## config.mk

```make
export PLATFORM = sky130hd
export DESIGN_NAME = enc_round_sequencer
export DESIGN_NICKNAME = d
export VERILOG_FILES = /design/src/rtl/enc_round_sequencer.sv
export SDC_FILE = /design/constraint.sdc
export NUM_CORES = 1
export LEC_CHECK = 0
export CORE_MARGIN = 2
export CORE_UTILIZATION = 53
export DETAILED_ROUTE_END_ITERATION = 16
export PLACE_DENSITY_LB_ADDON = 0.05
export SLEW_MARGIN = 20
export SYNTH_ARGS = -nofsm -noshare
export SYNTH_HDL_FRONTEND = slang
export SYNTH_SLANG_ARGS = --single-unit
```

## constraint.sdc

```tcl
create_clock -name clock -period 3.7 [get_ports clock]
set_input_delay 0.74 -clock clock [delete_from_list [all_inputs] [get_ports clock]]
set_output_delay 0.74 -clock clock [all_outputs]
set_load 0.005 [all_outputs]
```

## src/rtl/enc_round_sequencer.sv

```systemverilog
// Multi-round controller for the 8-bit nibble-Feistel round: loads a plaintext/key
// pair, applies ROUNDS rounds one per clock, then offers the ciphertext on a valid/ready port.
module enc_round_sequencer #(
    parameter int unsigned ROUNDS = 4
) (
    input  logic       clock,
    input  logic       reset,
    input  logic       in_valid,
    output logic       in_ready,
    input  logic [7:0] in_number,
    input  logic [7:0] in_key,
    output logic       out_valid,
    input  logic       out_ready,
    output logic [7:0] out_data,
    output logic       busy,
    output logic [3:0] round_cnt
);

    typedef enum logic [1:0] {
        IDLE,
        RUN,
        DONE
    } fsm_t;

    localparam logic [3:0] LAST_ROUND = 4'(ROUNDS - 1);

    fsm_t       fsm, fsm_next;
    logic [7:0] state, state_next;
    logic [7:0] key_reg, key_next;
    logic [3:0] cnt_next;
    logic [7:0] f_out;

    // Single round: expand the low nibble, mix with the key, fold to a nibble and
    // xor it into the high nibble; the low nibble passes through unchanged.
    function automatic logic [7:0] round_f(input logic [7:0] n, input logic [7:0] k);
        logic [7:0] e;
        logic [7:0] x;
        logic [3:0] s;
        e = {n[3], n[0], n[1], n[2], n[1], n[3], n[2], n[0]};
        x = e ^ k;
        s = x[7:4] + x[3:0] + {3'b000, k[0]};
        return {n[7:4] ^ s, n[3:0]};
    endfunction

    always_ff @(posedge clock) begin
        if (reset) begin
            fsm       <= IDLE;
            state     <= '0;
            key_reg   <= '0;
            round_cnt <= '0;
        end else begin
            fsm       <= fsm_next;
            state     <= state_next;
            key_reg   <= key_next;
            round_cnt <= cnt_next;
        end
    end

    always_comb begin
        fsm_next   = fsm;
        state_next = state;
        key_next   = key_reg;
        cnt_next   = round_cnt;
        f_out      = round_f(state, key_reg);
        case (fsm)
            IDLE: begin
                if (in_valid) begin
                    state_next = in_number;
                    key_next   = in_key;
                    cnt_next   = '0;
                    fsm_next   = RUN;
                end
            end
            RUN: begin
                key_next = {key_reg[6:0], key_reg[7]};
                cnt_next = round_cnt + 4'd1;
                // The final round skips the nibble swap.
                if (round_cnt == LAST_ROUND) begin
                    state_next = f_out;
                    fsm_next   = DONE;
                end else begin
                    state_next = {f_out[3:0], f_out[7:4]};
                end
            end
            DONE: begin
                if (out_ready) begin
                    fsm_next = IDLE;
                end
            end
            default: begin
                fsm_next = IDLE;
            end
        endcase
    end

    assign in_ready  = (fsm == IDLE);
    assign out_valid = (fsm == DONE);
    assign busy      = (fsm == RUN) || (fsm == DONE);
    assign out_data  = state;

endmodule

```

==> parameters.txt <==
Parameter                              Value

Outcome
  Outcome ... completed

Drt
  Met2 wire len ... about 1500 um
  Wire length on met3 ... around 130 um
  Number of search-and-repair iterations in the first detailed-routing pass ... 4
  Violation count after the first detailed-route iteration ... 37
  Total number of vias ... between 1000 and 1500
  Final antenna-violating net count ... 0
  Routed metal-1 wire length ... 1480 um
  DR vias/cell ... between 5 and 6
  Mean routed wirelength per cell ... ~14 um
  Highest metal layer with signal wires ... met4
  Number of DRC violations after detailed routing ... 0
  DRT Wirelength ... 3210 um

Worst setup path
  Endpoint class of the critical path ... register
  Worst-case register-to-register setup slack ... between 1.5 and 2 ns
  Class of the most critical setup path ... in2reg
  Req. time, crit path ... 3.91 ns
  Maximum fanout along the worst path ... 21
  Critical register-to-register path startpoint ... fsm[1]
  Depth of the worst register-to-register path ... 7
  Crit path DAT ... 2.53 ns
  Kind of start point of the critical path ... input port
  End of the worst register-to-register path ... out_data[7]

Worst hold path
  Hold path start ... round_cnt[0]
  Worst hold path type ... reg2reg
  Hold endpoint ... round_cnt[0]
  Number of cells traversed by the worst hold path ... 2

STA
  Post-route fraction of the period consumed by the critical path ... between 60% and 70%
  Worst-case clock skew ... about 0.0024 ns
  Worst Tran Pin Value ... a little under 0.8 ns
  Final number of setup-violating endpoints ... 0
  RSZ-0062 raised after global routing ... false
  Number of max-slew violations in the final report ... 0
  Time the final worst path needs with I/O delays and setup ... ~2.3 ns
  Fmax ... 430 MHz
  Final number of hold-violating endpoints ... 0
  Final-layout setup total negative slack ... 0 ns
  Max transition margin ... between 40% and 50%

Pwr
  Power share of the combinational group ... 47.7%
  Areal power density over the cells ... roughly 480 mW/mm^2
  Peak VDD IR ... around 0.35 mV
  Cell Int Power ... about 540 uW
  Part of the total power dissipated in the clock network ... between 10% and 20%
  PnR Total Power ... 866 uW
  NetSw ... ~330 uW
  Sequential cell fraction of total power ... around 36%
  Sw Ratio ... a little under two fifths
  Lkg Pwr ... approximately 0.70 nW

Floorplanning
  Number of core rows ... 18
  Vertical die dimension ... 55.9 um
  Initial Util ... 56.7%
  Number of I/O pins ... 35
  Floorplan die width ... 55.9 um
  Area of the die ... approximately 0.0031 mm^2
  Area of the core ... 0.00252 mm^2

Clock network
  Post-CTS resize count ... 0
  Deepest level of the CTS H-tree ... 1
  TritonCTS clock tree ... done
  Buffers from clock root to sink, at most ... 2
  Number of buffers inserted for hold repair after clock tree synthesis ... 0
  Master cell of the clock root buffer ... sky130_fd_sc_hd__clkbuf_4
  Setup fix buffers added after clock tree synthesis ... 0
  Num Clock Sinks ... 22
  Number of buffers added by the clock tree synthesis step ... 3
  Clock transition at path regs ... around 0.13 ns
  Later-pin clock latency in the skew report ... slightly above 0.3 ns

GRT
  Grt total ovfl ... 0
  Wire length of the first global-routing pass ... 5460 um
  Maximum number of pins on one net before global-route repair ... 30
  Antenna violations before repair ... 0
  Total routing usage reported by global routing ... between 20% and 30%
  Via count of the first global-routing pass ... approximately 1200

Synthesis
  Share of synthesized area occupied by flip-flops and latches ... between 30% and 40%
  Synth Net Count ... 191
  Gate count of the mapped netlist ... 164
  Synthesized area divided by synthesized cell count ... 8.72 um^2
  Yosys cell types ... 41
  Fraction of registers with async set/reset ... 0%
  Count of flip-flops with a built-in enable after synthesis ... 0
  Post-synthesis instance area ... around 0.0014 mm^2
  Most used flip-flop cell after synthesis ... sky130_fd_sc_hd__dfxtp_1
  Flip-flop and latch count after synthesis ... 22
  Synth warn ... 0

Final layout
  Final instance area ... ~0.0018 mm^2
  Growth of design area from synthesis to finish ... 26.6%
  # diodes ... 0
  Highest-count cells in the layout ignoring fill and taps ... sky130_fd_sc_hd__clkdlybuf4s50_1 (34), sky130_fd_sc_hd__dfxtp_1 (22), sky130_fd_sc_hd__nor2_1 (16)
  Layout Nets ... 222
  Most common library cell in the layout ignoring fill and taps ... sky130_fd_sc_hd__clkdlybuf4s50_1
  Fraction of layout cells with a size suffix above 1 ... under 10%

Placement
  Final RePlAce weighted congestion ... around 0.85
  Count of input and output buffers ... 34
  Half-perimeter wire length after detailed placement ... between 2000 and 2500 um
  Area after detailed placement ... around 0.0018 mm^2

Flow run
  Number of maximum-capacitance violations ... 0
[metal layers]
metal | track usage, % | vias to the layer above
li1 | - | 645
met1 | 27.4 | 612
met2 | 35.9 | 30
met3 | 3.26 | 4
met4 | 10.5 | 0
met5 | 0 | -
[power by group through the flow]
stage               Combinational [mW]  Clock, mW  Sequential [mW]
CTS                              0.411      0.141            0.315
detailed placement               0.409          0            0.321
floorplan                        0.303          0            0.308
global route                     0.456      0.146            0.321
finish                           0.413      0.138            0.316
global placement                 0.399          0            0.319
[worst max-delay path by stage]
stage | endpoint | slack [ns] | start | cells past startpoint
4_1_cts | in_ready | 1.40 | fsm[1] | 3
2_1_floorplan | out_data[2] | 1.86 | out_data[2] | 7
3_3_place_gp | out_data[7] | 1.14 | reset | 5
3_5_place_dp | out_data[7] | 1.05 | reset | 5
5_1_grt | in_ready | 1.29 | fsm[0] | 3
6_report | out_data[7] | 1.37 | reset | 5
[metrics by stage]
| stage | std cells | util (%) | setup slack (ns) | hold slack (ns) |
|---|---|---|---|---|
| after global placement | 220 | 70.3 | 1.14 | 0.500 |
| after global routing | 224 | 71.8 | 1.29 | 0.570 |
| final | 224 | 71.8 | 1.37 | 0.532 |
| after CTS | 224 | 71.8 | 1.40 | 0.530 |
| after detailed placement | 220 | 70.3 | 1.05 | 0.508 |
| after floorplan | 164 | - | 1.86 | 0.485 |
[cell families after synthesis]
group | Yosys count | share of synthesized area [%]
AO/OA/AOI/OAI | 48 | 23.4
multiplexers | 12 | 8.49
XOR/XNOR | 14 | 9.71
adder cells (fa/ha/maj) | 7 | 6.65
AND/OR/NAND/NOR | 43 | 15.7
flip-flops | 22 | 30.8
buffers and inverters | 18 | 5.25
[cells in the mapped netlist (all sizes together), types with 2 or more instances]
cell type	instances	area share [%]
nand3	2	0.70
a21oi	12	4.2
o21ai	8	2.8
xor2	6	3.7
a221oi	2	1.7
a21o	2	1.0
inv	9	2.4
mux2i	11	7.7
nor2b	8	3.5
xnor2	7	4.3
nor2	16	4.2
a211oi	13	6.8
ha	6	5.2
buf	6	2.1
and2	2	0.87
dfxtp	22	31
nand2	5	1.3
clkbuf	3	0.79
o211ai	4	2.1
[area by class of cell]
type | instances | area, um^2
Multi-Input combinational cell | 124 | 915
Fill cell | 212 | 712
Sequential cell | 22 | 440
Timing Repair Buffer | 35 | 348
Tap cell | 30 | 37.5
Clock buffer | 4 | 36.3
Inverter | 9 | 33.8
[critical path: stages]
cell and delay [ns]:
sky130_fd_sc_hd__clkdlybuf4s50_1 0.97, sky130_fd_sc_hd__inv_1 0.19, sky130_fd_sc_hd__o211ai_1 0.18, sky130_fd_sc_hd__a211oi_1 0.09, sky130_fd_sc_hd__or3_1 0.36
Note: power is estimated with default switching activity, not from simulation.
